<file path="src/rtl/sync_reg_reader_if.sv">
// Bundles the sync-register read port and the downstream valid/ready port of sync_reg_reader.
// The master modport is the reader's view and the slave modport is the environment's view.
interface sync_reg_reader_if #(
  parameter int SIZE  = 8,
  parameter int DEPTH = 4
);
  logic [SIZE-1:0]        r_data;
  logic                   r_empty;
  logic                   r_rd;
  logic [SIZE-1:0]        out_data;
  logic                   out_valid;
  logic                   out_ready;
  logic                   overrun;
  logic [$clog2(DEPTH):0] fifo_level;

  modport master (
    input  r_data, r_empty, out_ready,
    output r_rd, out_data, out_valid, overrun, fifo_level
  );

  modport slave (
    output r_data, r_empty, out_ready,
    input  r_rd, out_data, out_valid, overrun, fifo_level
  );
endinterface

</file>
<file path="src/rtl/sync_reg_reader.sv">
// Read-domain consumer for the CDC sync register: debounce, capture with one-cycle r_rd ack, FIFO, valid/ready out.
// Defining SYNC_READER_STATS_EN adds cap_count/drop_count outputs.
module sync_reg_reader #(
  parameter int SIZE          = 8,
  parameter int DEPTH         = 4,
  parameter int SETTLE_CYCLES = 2
) (
  input  logic              r_clk,
  input  logic              rst,
  sync_reg_reader_if.master bus
`ifdef SYNC_READER_STATS_EN
  ,
  output logic [15:0]       cap_count,
  output logic [7:0]        drop_count
`endif
);
  localparam int AW = $clog2(DEPTH);
  localparam int PW = AW + 1;
  localparam int CW = $clog2(SETTLE_CYCLES + 2);

  localparam logic [1:0] IDLE       = 2'd0;
  localparam logic [1:0] SETTLE     = 2'd1;
  localparam logic [1:0] CAPTURE    = 2'd2;
  localparam logic [1:0] WAIT_EMPTY = 2'd3;

  logic [1:0]      state;
  logic [CW-1:0]   cnt;
  logic [SIZE-1:0] mem [DEPTH];
  logic [PW-1:0]   wr_ptr;
  logic [PW-1:0]   rd_ptr;
  logic [PW-1:0]   level;
  logic [SIZE-1:0] last_data;
  logic            overrun_q;
  logic            capture;
  logic            empty;
  logic            full;
  logic            pop;
  logic            push;
  logic            drop;

  assign capture = (state == CAPTURE);
  assign level   = wr_ptr - rd_ptr;
  assign empty   = (level == '0);
  assign full    = (level == PW'(DEPTH));
  assign pop     = !empty && bus.out_ready;
  // A pop in the same cycle frees the slot the capture needs.
  assign push    = capture && (!full || pop);
  assign drop    = capture && full && !pop;

  always_ff @(posedge r_clk) begin
    if (rst) begin
      state <= IDLE;
      cnt   <= '0;
    end else begin
      case (state)
        IDLE: begin
          if (!bus.r_empty) begin
            if (SETTLE_CYCLES == 0) begin
              state <= CAPTURE;
            end else begin
              state <= SETTLE;
              cnt   <= CW'(1);
            end
          end
        end
        SETTLE: begin
          if (bus.r_empty) begin
            state <= IDLE;
          end else if (cnt == CW'(SETTLE_CYCLES)) begin
            state <= CAPTURE;
          end else begin
            cnt <= cnt + CW'(1);
          end
        end
        CAPTURE: state <= WAIT_EMPTY;
        default: begin
          if (bus.r_empty) begin
            state <= IDLE;
          end
        end
      endcase
    end
  end

  always_ff @(posedge r_clk) begin
    if (rst) begin
      wr_ptr    <= '0;
      rd_ptr    <= '0;
      last_data <= '0;
      overrun_q <= 1'b0;
      for (int i = 0; i < DEPTH; i++) begin
        mem[i] <= '0;
      end
    end else begin
      if (push) begin
        mem[wr_ptr[AW-1:0]] <= bus.r_data;
        wr_ptr              <= wr_ptr + PW'(1);
      end
      if (pop) begin
        last_data <= mem[rd_ptr[AW-1:0]];
        rd_ptr    <= rd_ptr + PW'(1);
      end
      if (drop) begin
        overrun_q <= 1'b1;
      end
    end
  end

  assign bus.r_rd       = capture;
  assign bus.out_valid  = !empty;
  // When drained, keep showing the word that was last handed downstream.
  assign bus.out_data   = empty ? last_data : mem[rd_ptr[AW-1:0]];
  assign bus.overrun    = overrun_q;
  assign bus.fifo_level = level;

`ifdef SYNC_READER_STATS_EN
  always_ff @(posedge r_clk) begin
    if (rst) begin
      cap_count  <= '0;
      drop_count <= '0;
    end else begin
      if (push) begin
        cap_count <= cap_count + 16'd1;
      end
      if (drop && drop_count != 8'hFF) begin
        drop_count <= drop_count + 8'd1;
      end
    end
  end
`endif
endmodule

</file>
<file path="src/flat_wrapper.sv">
// flat-port wrapper written by rule: the top's interface ports become plain ports
module sync_reg_reader_flat 
#(
  parameter int SIZE          = 8,
  parameter int DEPTH         = 4,
  parameter int SETTLE_CYCLES = 2
)
  (r_clk, rst, bus_r_data, bus_r_empty, bus_out_ready, bus_r_rd, bus_out_data, bus_out_valid, bus_overrun, bus_fifo_level);
  sync_reg_reader_if #(.SIZE(SIZE), .DEPTH(DEPTH)) bus_i ();
  input  logic r_clk;
  input  logic rst;
  input wire logic [$bits(bus_i.r_data)-1:0] bus_r_data;
  input wire logic [$bits(bus_i.r_empty)-1:0] bus_r_empty;
  input wire logic [$bits(bus_i.out_ready)-1:0] bus_out_ready;
  output wire logic [$bits(bus_i.r_rd)-1:0] bus_r_rd;
  output wire logic [$bits(bus_i.out_data)-1:0] bus_out_data;
  output wire logic [$bits(bus_i.out_valid)-1:0] bus_out_valid;
  output wire logic [$bits(bus_i.overrun)-1:0] bus_overrun;
  output wire logic [$bits(bus_i.fifo_level)-1:0] bus_fifo_level;
  assign bus_i.r_data = bus_r_data;
  assign bus_i.r_empty = bus_r_empty;
  assign bus_i.out_ready = bus_out_ready;
  assign bus_r_rd = bus_i.r_rd;
  assign bus_out_data = bus_i.out_data;
  assign bus_out_valid = bus_i.out_valid;
  assign bus_overrun = bus_i.overrun;
  assign bus_fifo_level = bus_i.fifo_level;
  sync_reg_reader #(.SIZE(SIZE), .DEPTH(DEPTH), .SETTLE_CYCLES(SETTLE_CYCLES)) u_core (.r_clk(r_clk), .rst(rst), .bus(bus_i));
endmodule
</file>
<file path="config.mk">
export PLATFORM = sky130hd
export DESIGN_NAME = sync_reg_reader_flat
export DESIGN_NICKNAME = d
export VERILOG_FILES = /design/src/rtl/sync_reg_reader_if.sv /design/src/rtl/sync_reg_reader.sv /design/src/flat_wrapper.sv
export SDC_FILE = /design/constraint.sdc
export NUM_CORES = 1
export LEC_CHECK = 0
export CAP_MARGIN = 20
export CORE_MARGIN = 8
export CORE_UTILIZATION = 30
export CTS_BUF_LIST = sky130_fd_sc_hd__clkbuf_4 sky130_fd_sc_hd__clkbuf_8
export DETAILED_ROUTE_END_ITERATION = 10
export DONT_BUFFER_PORTS = 1
export GPL_TIMING_DRIVEN = 0
export HOLD_SLACK_MARGIN = 0.15
export PLACE_DENSITY = 0.55
export SYNTH_ARGS = -nofsm -noshare
export SYNTH_HDL_FRONTEND = slang
export SYNTH_SLANG_ARGS = --single-unit
</file>
<file path="constraint.sdc">
create_clock -name r_clk -period 5.5 [get_ports r_clk]
set_input_delay 0.825 -clock r_clk [delete_from_list [all_inputs] [get_ports r_clk]]
set_output_delay 0.825 -clock r_clk [all_outputs]
set_load 0.1 [all_outputs]
</file>
After elaboration in Yosys (flattened, before gate mapping)
Memory sizes are Yosys's and may differ from the RTL's. A register that Yosys moved wholly into a read port is not among the register bits.
Index checks and enable logic that the tools add are counted.
Cells by class
  add/sub/neg operators: 4
  eq/ne operators: 8
  muxes and demuxes: 19
  reduce and logical (&&, ||, !) cells: 15
Operators by type and width (number)
  2-to-1 mux 2 bit: 9
  2-to-1 mux 8 bit: 2
  OR reduction 8 bit: 1
  adder 3 x 1 -> 3 bit, second input constant: 2
  2-to-1 mux 1 bit: 6
  != test 2 bit, second input constant: 3
  case mux 2 bit (3 select lines): 1
  equality test 2 bit, second input constant: 2
  logical AND 1 bit: 4
  case mux 2 bit (2 select lines): 1
  AND reduction 4 bit: 1
  nonzero test 4 bit: 1
  equality test 3 bit, second input constant: 1
  zero test 1 bit: 3
  zero test 3 bit: 1
  != test 3 x 2 -> 1 bit, second input constant: 1
  AND reduction 3 bit: 1
  subtractor 3 bit: 1
  adder 2 x 1 -> 2 bit, second input constant: 1
  equality test 2 x 1 -> 1 bit, second input constant: 1
  zero test 2 bit: 1
  nonzero test 2 bit: 1
  logical OR 1 bit: 1
Word-level totals
  register bits: 19
  RAM bits: 32
  input port bits: 12
  output and inout port bits: 14
  word-level logic and storage cells: 53
  memories: 1
Memory list
  u_core.mem: words 4, bits a word 8, read ports 1, clocked after Yosys merged registers in 1, write ports 4, line sync_reg_reader.sv:28  | logic [SIZE-1:0] mem [DEPTH];

Logic depth before layout (Yosys ltp)
Gate-level depths: netlist of the first run.
  depth after elaboration: 11
  gate-level depth with buffers: 9
  depth with buffers taken out: 8

Worst setup path after synthesis of the first run
OpenSTA, ideal clock, no wires.
  kind: flip-flop to output port
  start point: register u_core.wr_ptr[0]
  end point: output port bus_out_data[0]
  data arrival time: 2.058 ns
  path slack: 2.617 ns
  stages on the path, launching flop included: 7
  cells stage by stage: dfxtp_1 > inv_1 > ha_1 > fa_1 > xnor3_2 > nand3_2 > mux2_2
On the way
  word-level cells in the longest chain between the ends: 3
Ends and longest elaborated chain
  start, declared: line sync_reg_reader.sv:29  | logic [PW-1:0] wr_ptr;
  start signal, assigned: line sync_reg_reader.sv:97  | wr_ptr <= wr_ptr + PW'(1);
  subtractor 3 bit: line sync_reg_reader.sv:42  | assign level = wr_ptr - rd_ptr;
  zero test 3 bit: line sync_reg_reader.sv:43  | assign empty = (level == '0);
  2-to-1 mux 8 bit: line sync_reg_reader.sv:112  | assign bus.out_data = empty ? last_data : mem[rd_ptr[AW-1:0]];
  end, declared: line flat_wrapper.sv:16  | output wire logic [$bits(bus_i.out_data)-1:0] bus_out_data;
No other way between the ends.

Final worst setup path of the first run
  start point: register u_core.wr_ptr[0]
  end point: output port bus_out_data[5]
The elaborated chain is that of the path after synthesis.

==> impl_results.md, run 1 <==
- YS warnings: 0
- Crit-path max FO: 9
- Max-slew headroom: 32.97%
- Total number of vias: 1,606
- Post-synth EDFFs: 32
- Later-pin clock latency in the skew report: 0.31 ns
- Max clock buf depth: 2
- Post-synthesis register bit count: 53
- Arrival @ worst endpoint: 2.62 ns
- Num ports: 26
- Flop pwr share: 32.7%
- Total clock sinks: 53
- Predominant post-synthesis flop cell: edfxtp_1
- Worst setup SP type: flip-flop
- Final WS setup: 2.055 ns
- DRT Wirelength: 5500 um
- Antenna violations before repair: 0
- Mapped cell area: 2510 um^2
- Vias in the first global route: 1,668
- Synth area leader: edfxtp_1
- Initial core utilization: 30.70%
- Share of cells above drive strength 1: 16.52%
- Clock-pin slew on the worst setup and hold paths: 0.09 ns
- Pin count of the biggest net entering global routing: 16
- Syn Inst Count: 220
- GRT Total Usage: 9.784%
- Placed Instances: 327
- # port buffers: 0
- Die Y: 107.5 um
- Die area: 11,550 um^2
- Clock Skew: 0.008621 ns
- First-pass GRT wire length: 8687 um
- Yosys top cell area share: 38.29%
- Status: finished, final reports clean
- Placement-stage cell area: 2680 um^2
- Min-delay worst type: reg2reg
- Share of synthesized registers carrying an async set or reset: 0%
- Worst setup EP type: output pin
- Switch Pwr: 0.0006945 W
- Hold_buf cts: 0
- Hold path depth: 2
- Switching power share of the total: 48.99%
- FMAX: 290.3 MHz
- DP Wirelength: 3876 um
- Distinct cells, synth: 36
- Syn Nets: 241
- Post-CTS Setup Bufs: 0
- DRC: 0
- CTS tree: built
- Core region area: 8175 um^2
- GR Overflow Total: 0
- Root Buffer: clkbuf_8
- Drt pass-1 iters: 4
- CP required: 4.68 ns
- Final setup violation count: 0
- MaxCap Viol Count: 0
- CTS Buf Count: 5
- Setup TNS: 0 ns
- Core Util, Final: 34.21%
- Design area: 2796 um^2
- Worst r2r path cells: 8
- Area delta synth->final: 11.42%
- DRT iter0 DRCs: 86
- Final std cells w/o fill: 335
- H-Tree Depth: 2
- Clock share of power: 19.3%
- Gate power share: 48.0%
- Crit Path Category: reg2out
- Post-CTS Resized: 0
- Pwr dens: 506.9 nW/um^2
- P_leak: 1.019 nW
- Top post-synthesis cells by area: edfxtp_1 (38%), dfxtp_1 (17%), mux4_2 (7.2%)
- ANT nets after route: 0
- Int Pwr: 0.0007232 W
- Endpoints failing hold: 0
- Via/cell ratio: 4.794
- Worst slew pin tran: 1.003 ns
- Die W: 107.5 um
- Post-Syn Area per Cell: 11.41 um^2
- Nets: 250
- Fill count: 846
- Routed len/inst: 16.42 um
- Final period util: 62.63%
- GPL Wtd Cong: 0.7197
- RSZ-0062 raised after global routing: false
- Fin. max-slew vios: 0
- Register area share after synthesis: 55.03%
- Final min period: 3.445 ns
- Diode count: 0
- Setup WS pre-CTS: 2.341 ns
- VDD IR max: 205.3 uV
- Row count: 33
-- worst max-delay path, cell delays in order (launching register included) --
cell,delay [ns]
dfxtp_1,0.41
inv_1,0.10
ha_1,0.20
fa_1,0.37
xnor3_2,0.32
nand3_2,0.24
mux2_2,0.66
-- sequential cells by signal (all words and copies together) (netlist names), named ones only --
name,cells
u_core.wr_ptr,3
u_core.bus.overrun,1
u_core.state,2
u_core.rd_ptr,3
u_core.mem,32
u_core.last_data,8
u_core.cnt,2
-- cell usage in the layout (no fill, tap or decap), drive strengths merged --
cell / synthesis / routed
inv: 11 / 12
nor2: 44 / 44
edfxtp: 32 / 32
o21ai: 6 / 6
mux2: 9 / 9
fa: 1 / 1
a211oi: 1 / 1
nand3: 10 / 10
dfxtp: 21 / 21
or3: 4 / 4
xnor3: 1 / 1
o2111ai: 1 / 1
xor2: 1 / 1
xnor2: 2 / 2
ha: 8 / 8
o31ai: 2 / 2
a21oi: 14 / 14
nand2: 22 / 22
a21o: 1 / 1
bufinv: 0 / 1
o21bai: 4 / 4
o211ai: 1 / 1
o21ba: 1 / 1
buf: 6 / 8
mux4: 8 / 8
nor2b: 2 / 2
or4: 1 / 1
mux2i: 1 / 1
nor3: 1 / 1
clkbuf: 4 / 10
-- power by group through the flow --
stage / combinational, W / clock [W] / sequential [W]
floorplan: 0.000612 / 0 / 0.000469
global placement: 0.000684 / 0 / 0.000472
detailed placement: 0.000685 / 0 / 0.000473
CTS: 0.000688 / 0.000279 / 0.000464
global route: 0.000715 / 0.000298 / 0.000468
finish: 0.000680 / 0.000273 / 0.000464
-- area by class of cell --
cell class	instances	area [um^2]	share of cell area [%]
tap	105	131.4	4.698
multi-input combinational	146	1035	37.00
sequential	53	1381	49.40
clock buffer	6	82.58	2.953
buffer	10	52.55	1.879
clock inverter	2	33.78	1.208
inverter	11	41.29	1.477
timing repair buffer	2	38.79	1.387
-- stage by stage --
stage,power (W),hold slack [ns]
3_3_place_gp,0.001156,0.4389
3_5_place_dp,0.001158,0.4456
5_1_grt,0.001480,0.4867
4_1_cts,0.001431,0.4600
2_1_floorplan,0.001080,0.4338
6_report,0.001418,0.4557
-- layer usage --
metal / track usage, % / part of all wire [%]
met4: 2.775 / 1.2
met1: 11.42 / 46
met3: 3.353 / 5.4
met2: 16.64 / 47
met5: 0 / 0
-- cell usage after synthesis, types with 3 or more instances --
| library cell | n |
|---|---|
| o21bai_1 | 3 |
| mux4_2 | 8 |
| dfxtp_1 | 21 |
| o21ai_0 | 5 |
| edfxtp_1 | 32 |
| nand3_1 | 9 |
| clkbuf_1 | 4 |
| nand2_1 | 22 |
| buf_2 | 3 |
| a21oi_1 | 14 |
| inv_1 | 11 |
| ha_1 | 8 |
| mux2_2 | 9 |
| nor2_1 | 44 |
| or3_1 | 4 |
-- worst paths after layout --
check / start / to / slack, ns
min reg2reg: u_core.last_data[5] / u_core.last_data[5] / 0.46
min: u_core.last_data[5] / u_core.last_data[5] / 0.46
max reg2reg: u_core.wr_ptr[0] / u_core.mem[1][2] / 2.38
max: u_core.wr_ptr[0] / bus_out_data[5] / 2.06
-- cells by family after synthesis --
family | after synthesis | share of synthesized area [%]
xor+xnor | 4 | 1.994
compound gates | 31 | 8.575
flops | 53 | 55.03
simple gates | 84 | 14.26
buf+inv | 21 | 3.738
mux | 18 | 11.62
fa+ha+maj | 9 | 4.786
Note: power is estimated with default switching activity, not from simulation.
==> run 2: changes to the inputs <==
--- a/config.mk
+++ b/config.mk
@@ -13,7 +13,7 @@
 export DONT_BUFFER_PORTS = 1
 export GPL_TIMING_DRIVEN = 0
 export HOLD_SLACK_MARGIN = 0.15
-export PLACE_DENSITY = 0.55
+export PLACE_DENSITY = 0.56
 export SYNTH_ARGS = -nofsm -noshare
 export SYNTH_HDL_FRONTEND = slang
 export SYNTH_SLANG_ARGS = --single-unit
==> constraint.sdc (replaced) <==
create_clock -name r_clk -period 3.07 [get_ports r_clk]
set_input_delay 0.4605 -clock r_clk [delete_from_list [all_inputs] [get_ports r_clk]]
set_output_delay 0.4605 -clock r_clk [all_outputs]
set_load 0.1 [all_outputs]
==> run 2 against run 1 <==
Compared with the run above: combinational power grew 90%; sequential share of layout area down 0.95 points; global-route usage decreased by 0.23 points; critical endpoint is now bus_fifo_level[2]; first-iteration DRC count is 35% lower; wire length fell by 3.4%; sequential cell count unchanged; critical path type unchanged; clock power is 83% higher; hold slack lost 0.25 ns; setup slack got worse by 1.9 ns; clock-buffer cell count shrank 1; final cell count unchanged; sequential power rose by 80%.
==> impl_results.md, run 2 (synthesis results as in run 1) <==
- Crit Path Category: reg2out
- Total number of vias: 1,609
- Drt pass-1 iters: 6
- Max-slew headroom: 34.19%
- Critical Path Max Stage Delay: 0.73 ns
- Diode count: 0
- Clock Skew: 0.01598 ns
- Crit-path cells: inv_1 > ha_1 > fa_1 > xnor3_2 > inv_1
- Crit path buf inv count: 2
- Pin count of the biggest net entering global routing: 19
- Antenna violations before repair: 0
- Root Buffer: clkbuf_8
- Die area: 11,550 um^2
- Worst setup EP type: output pin
- DRT Wirelength: 5315 um
- Crit-path slowest cell: inv_1
- Crit-path max FO: 5
- Fin. max-slew vios: 0
- Post-CTS Setup Bufs: 0
- Final min period: 2.923 ns
- CTS tree: built
- Row count: 33
- Total stage count of the critical path: 5
- Pwr dens: 921.3 nW/um^2
- GR Overflow Total: 0
- Most frequent CP cell: inv_1
- ANT nets after route: 0
- Share of cells above drive strength 1: 17.83%
- Via/cell ratio: 4.803
- Hold_buf cts: 0
- DRT iter0 DRCs: 56
- Total clock sinks: 53
- GRT Total Usage: 9.553%
- Final setup violation count: 0
- Die W: 107.5 um
- First-pass GRT wire length: 8549 um
- Min-delay worst type: in2reg
- MaxCap Viol Count: 0
- Largest register FFs: 32
- Design area: 2851 um^2
- Final period util: 95.22%
- Worst slew pin tran: 0.9858 ns
- Nets: 250
- Initial core utilization: 30.70%
- Worst r2r path cells: 8
- Worst setup SP type: flip-flop
- DP Wirelength: 3827 um
- Placement-stage cell area: 2680 um^2
- Commonest cells after routing, fill and taps aside: nor2_1 (44), edfxtp_1 (32), nand2_1 (22)
- Die Y: 107.5 um
- Later-pin clock latency in the skew report: 0.31 ns
- Hold path depth: 1
- # port buffers: 0
- Placed Instances: 327
- Core region area: 8175 um^2
- DRC: 0
- CP required: 2.61 ns
- Max clock buf depth: 2
- Area delta synth->final: 13.61%
- Num ports: 26
- GPL Wtd Cong: 0.7536
- Most common cell after layout, fill and taps aside: nor2_1
- Hold Slack: 0.2066 ns
- Status: finished, final reports clean
- P_leak: 1.044 nW
- Clock-pin slew on the worst setup and hold paths: 0.11 ns
- Vias in the first global route: 1,688
- Endpoints failing hold: 0
- Top Registers: u_core.mem x32, u_core.last_data x8
- H-Tree Depth: 2
- Top reg by flops: u_core.mem
- CTS Buf Count: 5
- Routed len/inst: 15.87 um
- RSZ-0062 raised after global routing: false
- Cell family with most CP delay: buffers and inverters
- FMAX: 342.1 MHz
- Arrival @ worst endpoint: 2.46 ns
- Final std cells w/o fill: 335
- VDD IR max: 295.6 uV
==> run 2: what timing repair did <==
| item | CTS | global route |
|---|---|---|
| endpoints found under the setup margin | 24 | 17 |
| pin swaps | 0 | 0 |
| gates resized for setup | 2 | 11 |
==> run 2: path summary, 6_finish.rpt <==
check	startpoint	end	slack [ns]
setup / recovery	u_core.wr_ptr[0]	bus_fifo_level[2]	0.15
hold / removal	rst	u_core.rd_ptr[2]	0.21
setup reg to reg	u_core.wr_ptr[0]	u_core.mem[1][0]	0.17
hold reg to reg	u_core.last_data[1]	u_core.last_data[1]	0.46
==> run 2: through the flow <==
stage | setup slack (ns) | util (%) | TNS (ns) | total power (W)
floorplan | 0.4064 | - | 0 | 0.001936
global placement | -0.02637 | 32.31 | -0.4118 | 0.002066
detailed placement | -0.07984 | 32.78 | -0.9561 | 0.002070
CTS | -0.04904 | 34.30 | -0.3388 | 0.002563
global route | 0.009885 | 34.88 | 0 | 0.002722
finish | 0.1468 | 34.88 | 0 | 0.002627
==> run 2: per-layer routing <==
layer  global-route usage (%)  share of wire [%]  up-vias
met1                    10.71                 43      788
met4                    2.676               0.68        0
met2                    16.77                 49       31
li1                         -                  -      788
met3                    3.293                7.1        2
met5                        0                  0        -
==> run 2: layout make-up <==
cell class,instances,area (um^2)
plain buffers,10,55.05
clock buffers,5,68.82
clock inverters,3,47.55
fillers,811,5324
inverters,11,41.29
multi-input cells,146,1087
flip-flops and latches,53,1381
well taps,105,131.4
repair buffers,2,38.79
==> run 2: power by group <==
part           total [W]  switching, W  leakage, nW  internal (W)
Combinational    0.00129       0.00101        0.484      0.000287
Clock           0.000500      0.000251       0.0591      0.000249
Sequential      0.000833     0.0000278        0.501      0.000805
